`src/rtl/seq1001_scan_ctrl.sv`:
```
`default_nettype none
// ============================================================================
//  Module      : seq1001_scan_ctrl
//  Description : Sequencing controller for a serial "1001" Mealy detector.
//                Accepts a parallel word over valid/ready, clears the
//                detector, shifts the word MSB-first and counts z pulses.
//                Reports hit count, first-hit index and a done pulse.
//  Revision    : 1.0 - initial release
// ============================================================================
module seq1001_scan_ctrl #(
    parameter int WIDTH = 8,
    parameter int CNT_W = 4,
    parameter int IDX_W = 3
) (
    input  logic             clock,
    input  logic             reset,
    input  logic             start_valid,
    output logic             start_ready,
    input  logic [WIDTH-1:0] data_in,
    input  logic             abort,
    output logic             det_x,
    output logic             det_rst,
    input  logic             det_z,
    output logic             busy,
    output logic             done,
    output logic             aborted,
    output logic [CNT_W-1:0] hit_count,
    output logic             hit_found,
    output logic [IDX_W-1:0] first_hit_idx
);

    typedef enum logic [1:0] {
        ST_IDLE  = 2'd0,
        ST_CLR   = 2'd1,
        ST_SHIFT = 2'd2,
        ST_DONE  = 2'd3
    } state_t;

    localparam logic [IDX_W-1:0] c_LAST_IDX = IDX_W'(WIDTH - 1);
    localparam logic [CNT_W-1:0] c_CNT_MAX  = '1;

    state_t           r_state;
    state_t           w_state_next;

    logic [WIDTH-1:0] r_shift;
    logic [WIDTH-1:0] w_shift_next;
    logic [IDX_W-1:0] r_bit_idx;
    logic [IDX_W-1:0] w_bit_idx_next;

    // Working results for the scan in progress
    logic [CNT_W-1:0] r_work_cnt;
    logic [CNT_W-1:0] w_work_cnt_next;
    logic             r_work_hit;
    logic             w_work_hit_next;
    logic [IDX_W-1:0] r_work_first;
    logic [IDX_W-1:0] w_work_first_next;

    // Published results of the last completed scan
    logic [CNT_W-1:0] r_hit_count;
    logic             r_hit_found;
    logic [IDX_W-1:0] r_first_hit_idx;

    logic             r_det_x;
    logic             r_det_rst;
    logic             r_aborted;
    logic             w_abort_take;
    logic             w_publish;

    // Next-state, datapath next values and abort qualification
    always_comb begin
        w_state_next      = r_state;
        w_shift_next      = r_shift;
        w_bit_idx_next    = r_bit_idx;
        w_work_cnt_next   = r_work_cnt;
        w_work_hit_next   = r_work_hit;
        w_work_first_next = r_work_first;
        w_abort_take      = 1'b0;
        w_publish         = 1'b0;

        case (r_state)
            ST_IDLE: begin
                if (start_valid) begin
                    w_shift_next      = data_in;
                    w_bit_idx_next    = '0;
                    w_work_cnt_next   = '0;
                    w_work_hit_next   = 1'b0;
                    w_work_first_next = '0;
                    w_state_next      = ST_CLR;
                end
            end
            ST_CLR: begin
                if (abort) begin
                    w_abort_take = 1'b1;
                    w_state_next = ST_IDLE;
                end else begin
                    w_state_next = ST_SHIFT;
                end
            end
            ST_SHIFT: begin
                if (abort) begin
                    w_abort_take = 1'b1;
                    w_state_next = ST_IDLE;
                end else begin
                    if (det_z) begin
                        if (r_work_cnt != c_CNT_MAX) begin
                            w_work_cnt_next = r_work_cnt + 1'b1;
                        end
                        if (!r_work_hit) begin
                            w_work_hit_next   = 1'b1;
                            w_work_first_next = r_bit_idx;
                        end
                    end
                    w_shift_next   = {r_shift[WIDTH-2:0], 1'b0};
                    w_bit_idx_next = r_bit_idx + 1'b1;
                    if (r_bit_idx == c_LAST_IDX) begin
                        w_state_next = ST_DONE;
                        w_publish    = 1'b1;
                    end
                end
            end
            ST_DONE: begin
                w_state_next = ST_IDLE;
            end
            default: begin
                w_state_next = ST_IDLE;
            end
        endcase
    end

    // State, datapath and result registers; det_x/det_rst are registered so
    // the detector sees clean levels
    always_ff @(posedge clock) begin
        if (reset) begin
            r_state         <= ST_IDLE;
            r_shift         <= '0;
            r_bit_idx       <= '0;
            r_work_cnt      <= '0;
            r_work_hit      <= 1'b0;
            r_work_first    <= '0;
            r_hit_count     <= '0;
            r_hit_found     <= 1'b0;
            r_first_hit_idx <= '0;
            r_det_x         <= 1'b0;
            r_det_rst       <= 1'b0;
            r_aborted       <= 1'b0;
        end else begin
            r_state      <= w_state_next;
            r_shift      <= w_shift_next;
            r_bit_idx    <= w_bit_idx_next;
            r_work_cnt   <= w_work_cnt_next;
            r_work_hit   <= w_work_hit_next;
            r_work_first <= w_work_first_next;
            r_det_x      <= (w_state_next == ST_SHIFT) & w_shift_next[WIDTH-1];
            r_det_rst    <= (w_state_next == ST_CLR) | w_abort_take;
            r_aborted    <= w_abort_take;
            if (w_publish) begin
                r_hit_count     <= w_work_cnt_next;
                r_hit_found     <= w_work_hit_next;
                r_first_hit_idx <= w_work_first_next;
            end
        end
    end

    assign start_ready   = (r_state == ST_IDLE);
    assign busy          = (r_state == ST_CLR) || (r_state == ST_SHIFT);
    assign done          = (r_state == ST_DONE);
    assign aborted       = r_aborted;
    assign det_x         = r_det_x;
    // The reset term keeps the detector cleared for as long as reset is held
    assign det_rst       = reset | r_det_rst;
    assign hit_count     = r_hit_count;
    assign hit_found     = r_hit_found;
    assign first_hit_idx = r_first_hit_idx;

endmodule
`default_nettype wire

```
`config.mk`:
```
export PLATFORM = sky130hd
export DESIGN_NAME = seq1001_scan_ctrl
export DESIGN_NICKNAME = d
export VERILOG_FILES = /design/src/rtl/seq1001_scan_ctrl.sv
export SDC_FILE = /design/constraint.sdc
export NUM_CORES = 1
export LEC_CHECK = 0
export BUFFER_PORTS_ARGS = -buffer_cell sky130_fd_sc_hd__clkbuf_2
export CORE_ASPECT_RATIO = 1.4
export CORE_MARGIN = 5
export CORE_UTILIZATION = 54
export DETAILED_ROUTE_END_ITERATION = 10
export MAX_ROUTING_LAYER = met4
export PLACE_DENSITY_LB_ADDON = 0.1
export SLEW_MARGIN = 25
export SYNTH_ARGS = -nofsm -noshare
export SYNTH_HDL_FRONTEND = slang
export SYNTH_SLANG_ARGS = --single-unit
```
`constraint.sdc`:
```
create_clock -name clock -period 1.85 [get_ports clock]
set_input_delay 0.0925 -clock clock [delete_from_list [all_inputs] [get_ports clock]]
set_output_delay 0.0925 -clock clock [all_outputs]
set_load 0.02 [all_outputs]
```
# --- Yosys cells after proc, flatten, opt, wreduce, memory -nomap -nowiden ---
# Cells that the tools add are included.
word_totals:
  in_bits: 13
  out_inout_bits: 14
  register_bits: 32
  latch_bits: 0
  mem_bits_rw: 0
  memories: 0
  word_cells: 62
  mem_bits_ro: 0
op_classes:
  div_mod_pow: 0
  n_eq_ne: 9
  bitwise_logic: 3
  shift: 0
  mux: 30
  addsub: 2
  n_reduce_logical: 5
  magnitude_cmp: 0
  n_mul: 0
ops:
  columns: ["op", "n"]
  rows:
  - ["2-to-1 mux 3 bit", 6]
  - ["2-to-1 mux 4 bit", 4]
  - ["2-to-1 mux 8 bit", 2]
  - ["case mux 8 bit (2 select lines)", 1]
  - ["case mux 3 bit (2 select lines)", 2]
  - ["2-to-1 mux 1 bit", 8]
  - ["2-to-1 mux 2 bit", 4]
  - ["case mux 2 bit (4 select lines)", 1]
  - ["case mux 4 bit (2 select lines)", 1]
  - ["== test 2 bit, second input constant", 3]
  - ["adder 4 x 1 -> 4 bit, second input constant", 1]
  - ["== test 2 x 1 -> 1 bit, second input constant", 2]
  - ["inequality test 2 bit, second input constant", 2]
  - ["inequality test 4 bit, second input constant", 1]
  - ["adder 3 x 1 -> 3 bit, second input constant", 1]
  - ["== test 3 bit, second input constant", 1]
  - ["AND reduction 3 bit", 1]
  - ["zero test 2 bit", 1]
  - ["bitwise OR 1 bit", 2]
  - ["case mux 1 bit (2 select lines)", 1]
  - ["nonzero test 2 bit", 1]
  - ["OR reduction 2 bit", 1]
  - ["bitwise AND 1 bit", 1]
  - ["logical OR 1 bit", 1]

# --- Longest topological paths before layout ---
# Gate-level depths: netlist of the first run.
depth:
  word_depth: 6
  ltp_mapped: 7
  depth_no_buf: 6

# --- Worst setup path before layout of the first run ---
# Ideal clock, no wire load.
synth_path:
  path_type: "register to register"
  startpoint: "register r_state[0]"
  endpoint: "register r_bit_idx[1]"
  setup_slack_ps: 104
  setup_time_ps: 128
  stages_incl_launch_ff: 8
  period_less_slack_ps: 1746
  required_time_ps: 1722
  path_buffers: 1
  arrival_ps: 1619
  path_cell_list: "dfxtp_1 inv_1 ha_1 mux2i_4 or2_1 buf_6 a22oi_1 nor2_1"
synth_via:
  elab_chain_cells: 3
  word_cells_on_any_way: 7
  cone_classes: "eq/ne (3); mux (1); reduce/logical (3)"
synth_lines:
  columns: ["item", "line_no", "source"]
  rows:
  - ["from (decl)", "42", "state_t r_state;"]
  - ["from (signal assigned)", "147", "r_state <= w_state_next;"]
  - ["zero test 2 bit *", null, null]
  - ["via start_ready", "18", "output logic start_ready,"]
  - ["inequality test 2 bit (no line) or nonzero test 2 bit (tied branches)", null, null]
  - ["AND reduction 3 bit (no line)", null, null]
  - ["to (signal assigned)", "149", "r_bit_idx <= w_bit_idx_next;"]
  - ["to (decl)", "47", "logic [IDX_W-1:0] r_bit_idx;"]
# The timed path passes the listed nets; every way through them passes the cells marked *.
# A chain may end at the register's enable or synchronous reset.

# --- Worst setup path after layout of the first run ---
layout_path:
  startpoint: "register r_state[0]"
  endpoint: "register r_hit_count[0] (netlist: hit_count[0])"
layout_via:
  elab_chain_cells: 2
  word_cells_on_any_way: 4
  cone_classes: "eq/ne (1); mux (2); reduce/logical (1)"
layout_lines:
  columns: ["item", "line_no", "source"]
  rows:
  - ["== test 2 bit or zero test 2 bit (tied branches)", "80", "case (r_state)"]
  - ["case mux 4 bit (2 select lines) or 2-to-1 mux 1 bit (tied branches)", "80", null]
  - ["to (signal assigned)", "157", "r_hit_count <= w_work_cnt_next;"]
  - ["to (decl)", "59", "logic [CNT_W-1:0] r_hit_count;"]
# Parallel ways exist; a longest one is shown, timed or not.

==> flow_summary.ini, run 1 <==
[cts]
post-cts-setup-buffers = 0
cts_inserted_buffers = 5
clkSinkCount = 32
cts-root-buf = sky130_fd_sc_hd__clkbuf_4
cts_htree_levels = 2
tritoncts = yes
worstSkewPairLatency_ps = 330
cts.clk_slew.worst_paths_ps = 100
cts_max_path_buffers = 2

[synth]
netlist_cell_types = 38
yosys-top-cells-area = sky130_fd_sc_hd__dfxtp_1 42%, sky130_fd_sc_hd__ha_1 6.6%, sky130_fd_sc_hd__a221oi_2 5.9%
postSynthCellCount = 164
synth_top_area_share_pct = 41.9
ys_dominant_reg_cell = sky130_fd_sc_hd__dfxtp_1
yosysWarningCount = 0
synth_area_mm2 = 0.00153
synth_edf_count = 0
flip_flop_and_latch_count_after_synthesis = 32
synth_area_per_cell_um2 = 9.32
postSynth.asyncResetShare_pct = 0
post-synth-top-area-cell = sky130_fd_sc_hd__dfxtp_1
sequential_to_total_area_share_from_yosys_stat_pct = 41.9
synthesis.nets = 185

[hold_path]
worst_min_delay_path_endpoint = r_shift[4]
min_path_type = in2reg
hold_start = data_in[4]
hold_path_depth = 3

[worst_setup_path]
r2r-start = r_state[0]
start_kind = flip-flop
crit_required_ps = 2030
crit_arrival_ps = 1950
timing.reg2reg.setup_slack_ps = 90
timing.reg2reg.worst_path_depth = 6
worst_setup_path_end_kind = flip-flop
path_class = reg2reg
worstReg2RegEnd = hit_count[0]
cp_max_fo = 10

[grt]
global_route_wire_length_before_repair_um = 5510
grt_start_max_net_pins = 34
number_of_global_route_vias_before_repair = 1206
grt_usage_pct = 19.1
antenna_violations_before_repair = 0
global_route.overflow_total = 0

[routing]
finalWirelength_um = 3180
detail-route-antenna-nets = 0
avgViaCountPerCell = 5.58
detail_route.first_pass.iterations = 5
route.vias.total = 1295
drt-wirelength-per-cell_um = 13.7
drt_iter0_drc = 35
drcViolationCount = 0

[run_status]
run_status = finished clean

[flow_run]
maxCapViolations = 0

[finish]
utilization_pct = 67.2
antennaDiodeCount = 0
area.growth.synth_to_final_pct = 17.4
final_cell_area_mm2 = 0.00179
nets = 216
drive_gt1_share_pct = 29.1

[power_and_ir_drop]
vdd.ir_drop.worst_v = 0.000686
seq_power_share_pct = 49.0
net_switching_component_of_the_power_uw = 395
comb_power_share_pct = 16.9
clock_power_share_pct = 34.2
netSwitchingFraction_pct = 26.3
p_leak_uw = 0.000761
power_internal_uw = 1110
power.density_cell_area_mw_per_mm2 = 839

[sta]
timing.slew.headroom_pct = 57.3
rsz0062_at_grt = true
final-setup-viol-count = 0
max_clock_freq_mhz = 567
post-route-min-period_ps = 1760
slew_violations = 0
clock-skew-final_ps = 9.71
report.final.hold_viol_count = 0
worst-slew-pin-transition_ps = 641
final.setup.worst_slack_ps = 86.3
period_share_pct = 95.3

[place]
place.detailed.hpwl_um = 2380
gpl.final_weighted_congestion = 0.866
instance_area_at_placement_mm2 = 0.00170
placement.io_buffers = 26
dpl_worst_slack_ps = 16.3

[die]
ios = 27
area_of_the_die_mm2 = 0.00401
placeable_area_mm2 = 0.00267
die_boundary_width_um = 55.0
initial_utilization_pct = 57.2
placementRows = 22
chipHeight_um = 72.9
-- power groups by stage --
stage | clock network (µW) | registers (µW) | logic (µW)
finish | 514 | 737 | 254
global route | 575 | 740 | 284
CTS | 535 | 737 | 254
detailed placement | 0 | 753 | 250
global placement | 0 | 751 | 242
floorplan | 0 | 751 | 179
-- cell usage after synthesis (2+ instances only) --
library cell / n
sky130_fd_sc_hd__a21oi_1: 10
sky130_fd_sc_hd__o31ai_1: 3
sky130_fd_sc_hd__nor3_1: 8
sky130_fd_sc_hd__clkbuf_1: 5
sky130_fd_sc_hd__a22oi_1: 6
sky130_fd_sc_hd__inv_1: 5
sky130_fd_sc_hd__nand3_1: 2
sky130_fd_sc_hd__nor2_1: 24
sky130_fd_sc_hd__mux2_2: 3
sky130_fd_sc_hd__ha_1: 8
sky130_fd_sc_hd__nor4_2: 2
sky130_fd_sc_hd__dfxtp_1: 32
sky130_fd_sc_hd__a221oi_2: 6
sky130_fd_sc_hd__nand2_1: 10
sky130_fd_sc_hd__or2_2: 2
sky130_fd_sc_hd__and2_1: 3
sky130_fd_sc_hd__nand2b_1: 2
sky130_fd_sc_hd__a211oi_1: 7
sky130_fd_sc_hd__nor2b_1: 4
sky130_fd_sc_hd__buf_2: 2
sky130_fd_sc_hd__a21o_1: 2
sky130_fd_sc_hd__o21ai_0: 2
-- what timing repair did --
action,4_1_cts,5_1_grt
pin swaps,0,0
hold buffers,1,0
setup endpoints to repair,2,14
cloned,0,0
gates resized for setup,1,2
endpoints found under the hold margin,1,0
-- critical path: stages (launching register included) --
cell	delay, ps
sky130_fd_sc_hd__dfxtp_1	390
sky130_fd_sc_hd__inv_1	100
sky130_fd_sc_hd__ha_1	280
sky130_fd_sc_hd__buf_4	200
sky130_fd_sc_hd__and4b_1	210
sky130_fd_sc_hd__a211oi_1	320
sky130_fd_sc_hd__a211oi_1	130
-- stage by stage --
step | total power [µW] | std cells | TNS (ps) | hold slack [ps]
5_1_grt | 1600 | 232 | -109 | 35.4
6_report | 1500 | 232 | 0 | 46.6
4_1_cts | 1530 | 232 | 0 | 28.6
3_5_place_dp | 1000 | 223 | 0 | 343
2_1_floorplan | 930 | 164 | 0 | 170
3_3_place_gp | 994 | 223 | 0 | 343
-- final cells by class --
class                   instances  area (µm²)
clock buffers                   6        41.3
clock inverters                 2        35.0
fillers                       251         877
inverters                       5        18.8
multi-input cells             118         827
flip-flops and latches         32         641
well taps                      36        45.0
repair buffers                 33         185
-- cells in the final DEF, fill, tap and decap left out, types with 3 or more instances in the layout --
| master | Yosys | routed |
|---|---|---|
| sky130_fd_sc_hd__nor2b_1 | 4 | 3 |
| sky130_fd_sc_hd__dfxtp_1 | 32 | 32 |
| sky130_fd_sc_hd__nor2_1 | 24 | 24 |
| sky130_fd_sc_hd__a221oi_2 | 6 | 6 |
| sky130_fd_sc_hd__ha_1 | 8 | 8 |
| sky130_fd_sc_hd__inv_1 | 5 | 5 |
| sky130_fd_sc_hd__buf_4 | 1 | 6 |
| sky130_fd_sc_hd__clkbuf_2 | 0 | 26 |
| sky130_fd_sc_hd__o31ai_1 | 3 | 3 |
| sky130_fd_sc_hd__nor3_1 | 8 | 8 |
| sky130_fd_sc_hd__a21oi_1 | 10 | 10 |
| sky130_fd_sc_hd__clkbuf_4 | 0 | 5 |
| sky130_fd_sc_hd__nand2_1 | 10 | 10 |
| sky130_fd_sc_hd__a22oi_1 | 6 | 6 |
| sky130_fd_sc_hd__a211oi_1 | 7 | 7 |
| sky130_fd_sc_hd__mux2_2 | 3 | 3 |
-- metal layers --
metal | routed length [µm] | vias up | GRT usage, %
li1 | - | 656 | -
met1 | 1390 | 593 | 23.4
met2 | 1550 | 39 | 29.1
met3 | 196 | 7 | 5.52
met4 | 54 | 0 | 7.03
met5 | 0 | - | -
-- logic make-up (layout without fill, tap and decap cells) --
family,Yosys count,after routing,synth area share (%)
simple gates,65,65,22.0
compound gates,40,40,20.8
flops,32,32,41.9
buf+inv,14,46,4.34
fa+ha+maj,8,8,6.55
mux,5,5,4.34
-- worst max path at each step --
stage | cells after the start | slack, ps | start | end
6_report | 6 | 90 | r_state[0] | hit_count[0]
5_1_grt | 6 | -30 | r_state[0] | hit_count[0]
4_1_cts | 6 | 40 | r_state[1] | r_bit_idx[1]
3_5_place_dp | 6 | 20 | r_state[0] | hit_count[0]
3_3_place_gp | 6 | 120 | r_state[0] | r_shift[6]
2_1_floorplan | 7 | 100 | r_state[0] | r_bit_idx[1]
-- state kept, by name, summed over array words and instances (netlist names), 2 cells and up --
name           cells
first_hit_idx      3
hit_count          4
r_bit_idx          3
r_shift            8
r_state            2
r_work_cnt         4
r_work_first       3
Note: power is estimated with default switching activity, not from simulation.
==> run 2: changes to the inputs <==
==> constraint.sdc (replaced) <==
create_clock -name clock -period 1.85 [get_ports clock]
set_input_delay 0.37 -clock clock [delete_from_list [all_inputs] [get_ports clock]]
set_output_delay 0.37 -clock clock [all_outputs]
set_load 0.02 [all_outputs]
==> flow_summary.ini, run 2 (synthesized netlist as in run 1, its figures left out) <==
[worst_setup_path]
path_class = reg2reg
start_kind = flip-flop
timing.reg2reg.setup_slack_ps = 90
cp_max_fo = 6
crit_required_ps = 2070
crit_arrival_ps = 1970
worst_setup_path_end_kind = flip-flop

[place]
placement.io_buffers = 26
place.detailed.hpwl_um = 2490
gpl.final_weighted_congestion = 0.820

[routing]
detail_route.first_pass.iterations = 4
drt_iter0_drc = 50
route.vias.total = 1301
drcViolationCount = 0
detail-route-antenna-nets = 0
avgViaCountPerCell = 5.66
finalWirelength_um = 3310
drt-wirelength-per-cell_um = 14.4

[cts]
cts.clk_slew.worst_paths_ps = 90
worstSkewPairLatency_ps = 320
clkSinkCount = 32
postCtsHoldBufs = 0
cts_inserted_buffers = 5
cts_max_path_buffers = 2
tritoncts = yes
cts-root-buf = sky130_fd_sc_hd__clkbuf_4
cts_htree_levels = 2

[sta]
report.final.hold_viol_count = 0
final-setup-viol-count = 0
slew_violations = 0
timing.slew.headroom_pct = 68.0
worst-slew-pin-transition_ps = 479
post-route-min-period_ps = 1760
rsz0062_at_grt = false
period_share_pct = 94.9
setup_total_negative_slack_ps = 0
clock-skew-final_ps = 5.86
max_clock_freq_mhz = 569

[die]
die_boundary_width_um = 55.0
area_of_the_die_mm2 = 0.00401
chipHeight_um = 72.9
ios = 27
initial_utilization_pct = 57.2
placementRows = 22
placeable_area_mm2 = 0.00267

[finish]
number_of_flip_flops_under_the_largest_register_name = 8
nFillCells = 228
most-common-layout-cells = 31 x sky130_fd_sc_hd__dfxtp_1, 26 x sky130_fd_sc_hd__clkbuf_2, 24 x sky130_fd_sc_hd__nor2_1
top_register = r_shift
ff_latch_area_um2 = 642
nets = 217
final_common_cell = sky130_fd_sc_hd__dfxtp_1
drive_gt1_share_pct = 29.9
utilization_pct = 65.9
antennaDiodeCount = 0
multi_input_comb_area_um2 = 827
area.growth.synth_to_final_pct = 15.2

[grt]
antenna_violations_before_repair = 0
number_of_global_route_vias_before_repair = 1265
grt_usage_pct = 19.2
global_route.overflow_total = 0
grt_start_max_net_pins = 33
global_route_wire_length_before_repair_um = 5480

[hold_path]
min_path_type = in2reg

[power_and_ir_drop]
vdd.ir_drop.worst_v = 0.000500
p_leak_uw = 0.000748
power.density_cell_area_mw_per_mm2 = 753

[flow_run]
maxCapViolations = 0

[run_status]
run_status = finished clean
[run 2: through the flow]
step | total power [µW] | cell area, µm² | std cells | hold slack [ps] | setup slack, ps
floorplan | 930 | 1530 | 164 | 440 | 104
global placement | 996 | 1710 | 224 | 444 | 122
detailed placement | 1010 | 1710 | 224 | 455 | 68.3
CTS | 1330 | 1750 | 229 | 280 | 32.5
global route | 1390 | 1760 | 230 | 301 | 20.1
finish | 1330 | 1760 | 230 | 288 | 94.1
[run 2: worst paths after layout]
path	startpoint	endpoint	cells past startpoint
worst min-delay path	data_in[0]	r_shift[0]	3
worst min register to register	hit_found	hit_found	2
worst max-delay path	r_state[0]	hit_count[2]	7
worst max register to register	r_state[0]	hit_count[2]	7
[run 2: area by class of cell]
class	instances	share of cell area [%]
Inverter	5	1.07
Multi-Input combinational cell	118	47.0
Sequential cell	32	36.5
Clock buffer	5	2.13
Timing Repair Buffer	34	10.8
Tap cell	36	2.56
[run 2: routing by layer]
| layer | wire length (µm) | part of all wire, % | vias to the layer above | track usage, % |
|---|---|---|---|---|
| met3 | 229 | 6.9 | 10 | 6.75 |
| met4 | 92 | 2.8 | 0 | 8.92 |
| li1 | - | - | 652 | - |
| met2 | 1650 | 50 | 46 | 30.4 |
| met5 | 0 | 0 | - | - |
| met1 | 1340 | 41 | 593 | 21.1 |
[run 2: timing repair]
action / CTS / global route
setup buffers: 0 / 1
endpoints found under the hold margin: 0 / 0
gates resized for setup: 0 / 4
setup endpoints to repair: 0 / 17
[run 2: report_power, final]
part / leakage (µW) / switching [µW] / internal [µW]
Clock: 0.0000230 / 202 / 127
Sequential: 0.000260 / 18.4 / 718
Combinational: 0.000465 / 149 / 112
Total: 0.000748 / 369 / 957
[run 2: critical path, stage by stage, from the launching register on]
cell and delay [ps]:
sky130_fd_sc_hd__dfxtp_1 390, sky130_fd_sc_hd__inv_1 90, sky130_fd_sc_hd__ha_1 260, sky130_fd_sc_hd__mux2i_4 230
sky130_fd_sc_hd__buf_4 170, sky130_fd_sc_hd__nor4_2 280, sky130_fd_sc_hd__nor4_2 70, sky130_fd_sc_hd__a21o_1 160
